$ cat config.mk
export PLATFORM = sky130hd
export DESIGN_NAME = prim_sram_arbiter_mo
export DESIGN_NICKNAME = d
export VERILOG_FILES = /design/src/rtl/prim_sram_arbiter_mo.sv
export SDC_FILE = /design/constraint.sdc
export NUM_CORES = 1
export LEC_CHECK = 0
export CORE_AREA = 4 4 220 222
export DETAILED_ROUTE_END_ITERATION = 10
export DIE_AREA = 0 0 224 226
export GPL_ROUTABILITY_DRIVEN = 0
export PLACE_DENSITY_LB_ADDON = 0.08
export SLEW_MARGIN = 20
export SYNTH_ARGS = -nofsm -noshare
export SYNTH_HDL_FRONTEND = slang
export SYNTH_SLANG_ARGS = --single-unit
$ cat constraint.sdc
create_clock -name clk_i -period 12.1 [get_ports clk_i]
set_input_delay 3.63 -clock clk_i [delete_from_list [all_inputs] [get_ports clk_i]]
set_output_delay 3.63 -clock clk_i [all_outputs]
set_load 0.03 [all_outputs]
$ cat src/rtl/prim_sram_arbiter_mo.sv
// N:1 round-robin SRAM arbiter with a bounded read-outstanding window.
// Read responses are steered in order back to the issuing port.
module prim_sram_arbiter_mo #(
    parameter int unsigned N              = 4,
    parameter int unsigned SramDw         = 32,
    parameter int unsigned SramAw         = 12,
    parameter int unsigned MaxOutstanding = 4,
    parameter int unsigned IdxW           = $clog2(N),
    parameter int unsigned CntW           = $clog2(MaxOutstanding + 1)
) (
    input  logic              clk_i,
    input  logic              rst_ni,
    input  logic [N-1:0]      req_i,
    input  logic [N-1:0]      req_write_i,
    input  logic [SramAw-1:0] req_addr_i  [N],
    input  logic [SramDw-1:0] req_wdata_i [N],
    input  logic [SramDw-1:0] req_wmask_i [N],
    output logic [N-1:0]      gnt_o,
    output logic [N-1:0]      rsp_rvalid_o,
    output logic [SramDw-1:0] rsp_rdata_o [N],
    output logic [1:0]        rsp_error_o [N],
    output logic              sram_req_o,
    input  logic              sram_gnt_i,
    output logic              sram_write_o,
    output logic [SramAw-1:0] sram_addr_o,
    output logic [SramDw-1:0] sram_wdata_o,
    output logic [SramDw-1:0] sram_wmask_o,
    input  logic              sram_rvalid_i,
    input  logic [SramDw-1:0] sram_rdata_i,
    input  logic [1:0]        sram_rerror_i,
    output logic [CntW-1:0]   outstanding_o,
    output logic              err_unexp_o
);

    localparam int unsigned PtrW = (MaxOutstanding > 1) ? $clog2(MaxOutstanding) : 1;
    localparam logic [CntW-1:0] MaxCnt  = CntW'(MaxOutstanding);
    localparam logic [PtrW-1:0] PtrLast = PtrW'(MaxOutstanding - 1);
    localparam logic [IdxW-1:0] IdxLast = IdxW'(N - 1);

    logic [IdxW-1:0] ptr_q;
    logic [CntW-1:0] cnt_q;
    logic [PtrW-1:0] wr_ptr_q, rd_ptr_q;
    logic [IdxW-1:0] fifo_q [MaxOutstanding];

    logic [N-1:0]    eligible;
    logic            win_valid;
    logic [IdxW-1:0] win_idx;
    logic            accept, push, pop, fifo_empty;

    // Eligibility looks only at registered occupancy, never at this cycle's pop.
    always_comb begin
        for (int unsigned i = 0; i < N; i++) begin
            eligible[i] = req_i[i] & (req_write_i[i] | (cnt_q < MaxCnt));
        end
    end

    always_comb begin
        int unsigned idx;
        win_valid = 1'b0;
        win_idx   = '0;
        for (int unsigned k = 0; k < N; k++) begin
            idx = (32'(ptr_q) + k) % N;
            if (!win_valid && eligible[idx]) begin
                win_valid = 1'b1;
                win_idx   = IdxW'(idx);
            end
        end
    end

    always_comb begin
        sram_req_o   = win_valid;
        sram_write_o = 1'b0;
        sram_addr_o  = '0;
        sram_wdata_o = '0;
        sram_wmask_o = '0;
        if (win_valid) begin
            sram_write_o = req_write_i[win_idx];
            sram_addr_o  = req_addr_i[win_idx];
            sram_wdata_o = req_wdata_i[win_idx];
            sram_wmask_o = req_wmask_i[win_idx];
        end
    end

    assign accept     = win_valid & sram_gnt_i;
    assign push       = accept & ~sram_write_o;
    assign fifo_empty = (cnt_q == '0);
    assign pop        = sram_rvalid_i & ~fifo_empty;

    always_comb begin
        for (int unsigned i = 0; i < N; i++) begin
            gnt_o[i]        = accept && (win_idx == IdxW'(i));
            rsp_rvalid_o[i] = pop && (fifo_q[rd_ptr_q] == IdxW'(i));
            rsp_rdata_o[i]  = sram_rdata_i;
            rsp_error_o[i]  = sram_rerror_i;
        end
    end

    assign err_unexp_o   = sram_rvalid_i & fifo_empty;
    assign outstanding_o = cnt_q;

    always_ff @(posedge clk_i or negedge rst_ni) begin
        if (!rst_ni) begin
            ptr_q <= '0;
        end else if (accept) begin
            ptr_q <= (win_idx == IdxLast) ? '0 : win_idx + 1'b1;
        end
    end

    always_ff @(posedge clk_i or negedge rst_ni) begin
        if (!rst_ni) begin
            cnt_q    <= '0;
            wr_ptr_q <= '0;
            rd_ptr_q <= '0;
        end else begin
            if (push) begin
                wr_ptr_q <= (wr_ptr_q == PtrLast) ? '0 : wr_ptr_q + 1'b1;
            end
            if (pop) begin
                rd_ptr_q <= (rd_ptr_q == PtrLast) ? '0 : rd_ptr_q + 1'b1;
            end
            if (push && !pop) begin
                cnt_q <= cnt_q + 1'b1;
            end else if (pop && !push) begin
                cnt_q <= cnt_q - 1'b1;
            end
        end
    end

    // Storage needs no reset: occupancy alone decides which entries are live.
    always_ff @(posedge clk_i) begin
        if (push) begin
            fifo_q[wr_ptr_q] <= win_idx;
        end
    end

endmodule

==> summary.txt, run 1 <==
Logic synthesis
  – Main combinational cell family by area after synthesis: compound AO/OA/AOI/OAI gates
  – Post-synthesis cell area: 5110 um2
  – Flop and latch count out of synthesis: 17
  – Main flop type after synthesis: dfrtp_1
  – Post-synthesis mux area share: 18.8%
  – Post-synth EDFFs: 8
  – Synth Area in Compound Gates: 28.4%
  – Yosys Warn Count: 0
  – Simple-gate portion of the synthesized area: 12.3%
  – Dominant cell type by area after synthesis: buf_4
  – Post-Synth XOR/XNOR Area: 0.514%
  – Post-Synthesis Cells: 594
  – Synthesized area per cell: 8.60 um2
  – Commonest cells in the netlist: buf_4, a211oi_1, mux2i_1, nor2b_1, a211oi_2
  – Most common cell in the netlist: buf_4
  – Share of the synthesized area in the top cell type: 20.0%
  – Syn nets: 955
  – Netlist cell types: 46
  – Adder-cell share of the synthesized area: 2.84%
  – Sequential fraction of the synthesis area: 9.11%
  – Fraction of registers with async set/reset: 52.9%
  – Leading post-synthesis cells by cell area: buf_4, a211oi_1, mux2i_1

Critical path
  – Crit path to: sram_wmask_o[9]
  – Cells on worst reg2reg path: 14
  – RR Startpoint: ptr_q[0]
  – Crit path kind: input port to output pin
  – CP Capture Type: output pin
  – Setup crit start: req_write_i[1]
  – CP arrival: 6.92 ns
  – Worst reg-to-reg setup slack: 8.08 ns
  – CP max FO: 66
  – CP startpoint kind: input port
  – FF-to-FF End: outstanding_o[2]
  – WP data required: 8.47 ns

Clock network
  – Setup bufs post-CTS: 0
  – CTS resizes: 0
  – Worst-path clk slew: 0.05 ns
  – Insertion delay to the later sink of the worst-skew pair: 0.25 ns
  – CTS tree: done
  – Clk sinks: 17
  – H-tree lvl count: 1
  – Clk root buf: clkbuf_16
  – Num CTS Buffers: 3
  – Longest Clk Path Bufs: 2
  – Post-CTS Hold Buffers: 0

GRT
  – First-pass GRT wire length: 37.4 mm
  – Pin count of the biggest net entering global routing: 93
  – Vias in the first global route: 5611
  – Global route overflow: 0
  – Antenna violations before repair: 1
  – GRT Util Overall: 9.64%

Power and ir drop
  – Power Total: 3.19 mW
  – Peak supply drop: 208 uV
  – Cell leakage power: 2.98 nW
  – Pwr Density: 364 nW/um2

STA
  – Unrepaired setup endpoints after global routing: no
  – Slew @ Worst Pin: 0.620 ns
  – Setup_tns: 0 ns
  – Final setup violation count: 0
  – Clock Skews: 0.00213 ns
  – Crit path time final: 10.55 ns
  – Highest Clock Rate: 0.0948 GHz
  – Slew Viols, Final: 0
  – Final Cycle Share: 87.2%
  – Fin. Hold Viols: 0
  – Slew margin rel.: 58.7%
  – Fin worst setup slack: 1.55 ns

Final layout
  – Final instance area: 8760 um2
  – Fraction of layout cells with a size suffix above 1: 6.93%
  – Final Util: 18.9%
  – Area Growth Syn to Fin: 71.4%
  – Nets: 1185
  – Fillcell total: 5197
  – N_diodes: 0

Floorplan
  – Starting Density: 11.0%
  – Die area: 50600 um2
  – Num rows: 79
  – Core ar.: 46400 um2
  – Die height: 226 um
  – IO Pins: 576
  – Die Wd: 224 um

Place
  – Pre-CTS setup slack: 1.41 ns
  – DP Area: 8680 um2
  – HPWL Detailed: 22.2 mm
  – IO buf count: 405

Run
  – Max Cap Viol: 0

Outcome
  – Status: completed

Drt
  – Routed WL: 26.9 mm
  – Drt drc: 0
  – Vias: 5177
  – Via density: 3.62
  – DR WL/cell: 18.8 um
  – 1st-iter DRT viols: 112
  – Iteration count of the initial detailed-routing pass: 4
  – DRT antenna net count: 0

Min path
  – Worst hold path type: flip-flop to flip-flop
-- through the flow --
step | cells | hold slack, ns
after floorplan | 594 | 0.512
after CTS | 1430 | 0.563
after global placement | 1426 | 0.556
after detailed placement | 1426 | 0.551
after global routing | 1430 | 0.604
final | 1430 | 0.568
-- power by group --
part | internal, mW | switching [mW] | total, mW
Clock | 0.0442 | 0.0215 | 0.0657
Sequential | 0.0919 | 0.0328 | 0.125
Combinational | 1.22 | 1.78 | 3.00
-- how the worst min path moves through the flow --
stage                start     endpoint  slack [ns]  depth (start not counted)
2_1_floorplan  wr_ptr_q[1]  wr_ptr_q[1]        0.51                          1
3_3_place_gp   wr_ptr_q[1]  wr_ptr_q[1]        0.56                          1
3_5_place_dp   wr_ptr_q[1]  wr_ptr_q[1]        0.55                          1
4_1_cts        wr_ptr_q[1]  wr_ptr_q[1]        0.56                          1
5_1_grt        wr_ptr_q[1]  wr_ptr_q[1]        0.60                          1
6_report       wr_ptr_q[1]  wr_ptr_q[1]        0.57                          1
-- cell usage in the layout, fill, tap and decap left out, types with 4 or more instances in the layout --
cell type,synthesis,layout
a211oi_2,28,28
buf_12,6,6
inv_1,9,9
ha_1,10,10
nor2_1,6,6
mux2i_1,82,82
dfrtp_1,9,9
and3_1,5,4
edfxtp_1,8,8
nor2b_1,76,76
a21oi_1,4,4
and2_1,5,5
clkdlybuf4s50_1,0,405
mux2_2,4,4
a211oi_1,124,124
-- registers in the layout (all words and copies together) (netlist names) --
name           flops
fifo_q             8
outstanding_o      3
ptr_q              2
rd_ptr_q           2
wr_ptr_q           2
-- cell families (layout without fill, tap and decap cells) --
kind of cell	Yosys count	in the layout
AOI/OAI and AO/OA	170	170
xor gates and xnor gates	3	3
adders and majority gates	11	11
buffers and inverters	198	427
DFF	17	17
muxes	92	92
and+or+nand+nor	103	103
-- critical path: stages --
cell	delay [ns]
clkdlybuf4s50_1	0.47
mux2_2	0.32
o221ai_4	0.25
o211ai_2	0.13
a21oi_4	0.38
buf_12	0.32
nor2b_1	0.09
a211oi_1	0.50
a211oi_2	0.09
clkdlybuf4s50_1	0.65
-- layout make-up --
| cell class | count | area [um2] | area share (%) |
|---|---|---|---|
| Multi-Input combinational cell | 379 | 3230 | 36.8 |
| Clock inverter | 1 | 5.00 | 0.0572 |
| Clock buffer | 3 | 75.1 | 0.857 |
| Sequential cell | 17 | 465 | 5.32 |
| Timing Repair Buffer | 413 | 4190 | 47.8 |
| Inverter | 10 | 37.5 | 0.429 |
| Tap cell | 607 | 759 | 8.67 |
-- layer usage --
metal  global-route usage (%)  wire [um]  part of all wire (%)
met2                     18.5      14200                    53
met5                        0         12                 0.045
met3                     2.60       2140                   7.9
met4                     2.45        664                   2.5
met1                     10.5       9890                    37
(Power assumes the default switching activity.)
==> inputs of run 2 (changes only) <==
Settings changed: CORE_AREA 4 4 220 222 to 4 4 221 223, DIE_AREA 0 0 224 226 to 0 0 225 227, SLEW_MARGIN 20 to 10.
==> run 2 against run 1 <==
  * Cell count hardly changed
  * Worst setup slack worse by 0.11 ns
  * Routed wire length is 1.1% lower
  * Largest power group unchanged
  * Clock skew hardly changed
  * Non-clock buffer count is 1 lower
  * Clock power is 2% lower
  * Clock-buffer cell count is 1 higher
  * Critical path depth stayed put
  * Utilization is 0.18 points lower
==> summary.txt, run 2 (synthesized netlist as in run 1, its figures left out) <==
Outcome
  – Status: completed

Final layout
  – N_diodes: 0 (unchanged)
  – Commonest non-fill, non-tap cell in the layout: clkdlybuf4s50_1
  – Fraction of layout cells with a size suffix above 1: 6.69% (-0.23 points)
  – Most flop-heavy register: fifo_q
  – Final Util: 18.7% (-0.18 points)
  – Area Growth Syn to Fin: 70.5%
  – Max FFs per register: 8 (unchanged)
  – Most frequent cells in the layout: clkdlybuf4s50_1, a211oi_1, mux2i_1
  – Nets: 1184 (-0.084%)

Clock network
  – Insertion delay to the later sink of the worst-skew pair: 0.24 ns (about the same)
  – H-tree lvl count: 1 (unchanged)
  – CTS tree: done
  – Setup bufs post-CTS: 0 (unchanged)
  – Clk sinks: 17 (unchanged)
  – CTS resizes: 0 (unchanged)
  – Worst-path clk slew: 0.05 ns (about the same)
  – Longest Clk Path Bufs: 2 (unchanged)
  – Clk root buf: clkbuf_16
  – Num CTS Buffers: 3 (unchanged)
  – Post-CTS Hold Buffers: 0 (unchanged)

STA
  – Unrepaired setup endpoints after global routing: no
  – Clock Skews: 0.00244 ns (+0.000305 ns)
  – Setup_tns: 0 ns (unchanged)
  – Final setup violation count: 0 (unchanged)
  – Final Cycle Share: 88.1% (+0.91 points)
  – Highest Clock Rate: 0.0938 GHz (-1.0%)
  – Crit path time final: 10.66 ns (+0.110 ns)
  – Fin. Hold Viols: 0 (unchanged)
  – Slew @ Worst Pin: 0.925 ns (+0.305 ns)
  – Slew Viols, Final: 0 (unchanged)
  – Slew margin rel.: 37.8% (-21 points)

Power and ir drop
  – Seq pwr share: 4.0% (about the same)
  – Pwr Density: 362 nW/um2 (-0.59%)
  – Power Total: 3.15 mW (-1.1%)
  – Peak supply drop: 180 uV (-13%)
  – Sw frac: 57.7% (+0.15 points)
  – Pint: 1.33 mW (-1.5%)
  – Switching power: 1.82 mW (-0.85%)
  – Clk pwr share: 2.0% (about the same)
  – Cell leakage power: 2.96 nW (-0.64%)
  – Logic gate share of total power: 94.0% (about the same)

Min path
  – Worst hold path type: flip-flop to flip-flop
  – Min-Delay Path Depth: 1 (unchanged)

GRT
  – Antenna violations before repair: 1 (unchanged)
  – Pin count of the biggest net entering global routing: 98 (+5.4%)
  – GRT Util Overall: 9.39% (-0.24 points)
  – First-pass GRT wire length: 36.8 mm (-1.4%)
  – Global route overflow: 0 (unchanged)
  – Vias in the first global route: 5553 (-1.0%)

Floorplan
  – Die area: 51100 um2 (+0.89%)
  – Starting Density: 11.0% (-0.047 points)
  – Num rows: 79 (unchanged)
  – Die height: 227 um (+0.44%)
  – IO Pins: 576 (unchanged)
  – Core ar.: 46600 um2 (+0.43%)
  – Die Wd: 225 um (+0.45%)

Drt
  – Via density: 3.59 (-0.82%)
  – DRT antenna net count: 0 (unchanged)
  – Drt drc: 0 (unchanged)
  – Vias: 5131 (-0.89%)
  – Iteration count of the initial detailed-routing pass: 4 (unchanged)
  – DR WL/cell: 18.6 um (-1.0%)
  – Routed WL: 26.6 mm (-1.1%)
  – 1st-iter DRT viols: 86 (-23%)

Critical path
  – Cells along the critical path: clkdlybuf4s50_1 > mux2_1 > o221ai_2 > nand3_1 > o21a_1 > o221ai_4 > buf_4 > a211oi_1 > a211oi_1 > clkdlybuf4s50_1
  – CP arrival: 7.03 ns (+0.11 ns)
  – CP peak stage delay: 0.73 ns (+0.08 ns)
  – CP Capture Type: output pin
  – WP data required: 8.47 ns (about the same)
  – CP startpoint kind: input port
  – Crit path kind: input port to output pin
  – Cells on worst reg2reg path: 14 (unchanged)
  – CP max FO: 61 (-7.6%)
  – Crit-path slowest cell: clkdlybuf4s50_1

Run
  – Max Cap Viol: 0 (unchanged)

Place
  – IO buf count: 405 (unchanged)
  – HPWL Detailed: 21.8 mm (-1.5%)
run 2: per-layer routing:
metal / share of wire (%) / wire length [um] / global-route usage (%)
met2: 53 / 14000 / 18.1
met5: 0.049 / 13 / 0
met3: 9.9 / 2640 / 3.24
met4: 1.4 / 360 / 1.44
met1: 36 / 9590 / 10.1
run 2: power by group through the flow:
stage | clock network, mW | registers (mW) | logic (mW)
final | 0.0646 | 0.125 | 2.96
after global routing | 0.0716 | 0.129 | 3.19
after CTS | 0.0676 | 0.125 | 3.04
after detailed placement | 0 | 0.126 | 3.03
after global placement | 0 | 0.127 | 3.06
after floorplan | 0 | 0.122 | 2.08
run 2: through the flow:
step / std cells / hold WS [ns] / setup slack [ns] / instance area (um2)
2_1_floorplan: 594 / 0.512 / 2.58 / 5110
3_3_place_gp: 1425 / 0.558 / 1.43 / 8630
3_5_place_dp: 1425 / 0.547 / 1.38 / 8630
4_1_cts: 1429 / 0.559 / 1.36 / 8710
5_1_grt: 1429 / 0.596 / 1.16 / 8710
6_report: 1429 / 0.550 / 1.44 / 8710
run 2: worst max-delay path: cells and delay by family:
kind / cells / cell delay [ns]
and+or+nand+nor: 1 / 0.13
buffers and inverters: 3 / 1.78
muxes: 1 / 0.33
AOI/OAI and AO/OA: 5 / 1.09
run 2: cell type report:
cell class / instances / area [um2]
Inverter: 10 / 37.5
Sequential cell: 17 / 465
Timing Repair Buffer: 412 / 4140
Multi-Input combinational cell: 379 / 3230
Tap cell: 607 / 759
Fill cell: 5239 / 37800
Clock buffer: 4 / 78.8
run 2: worst paths after layout:
check	endpoint	slack, ns	from
min in group asynchronous	outstanding_o[2]	3.72	rst_ni
setup reg to reg	outstanding_o[2]	8.13	ptr_q[0]
hold reg to reg	wr_ptr_q[1]	0.55	wr_ptr_q[1]
max in group asynchronous	wr_ptr_q[0]	8.05	rst_ni
setup / recovery	sram_wmask_o[19]	1.44	req_write_i[3]
hold / removal	wr_ptr_q[1]	0.55	wr_ptr_q[1]
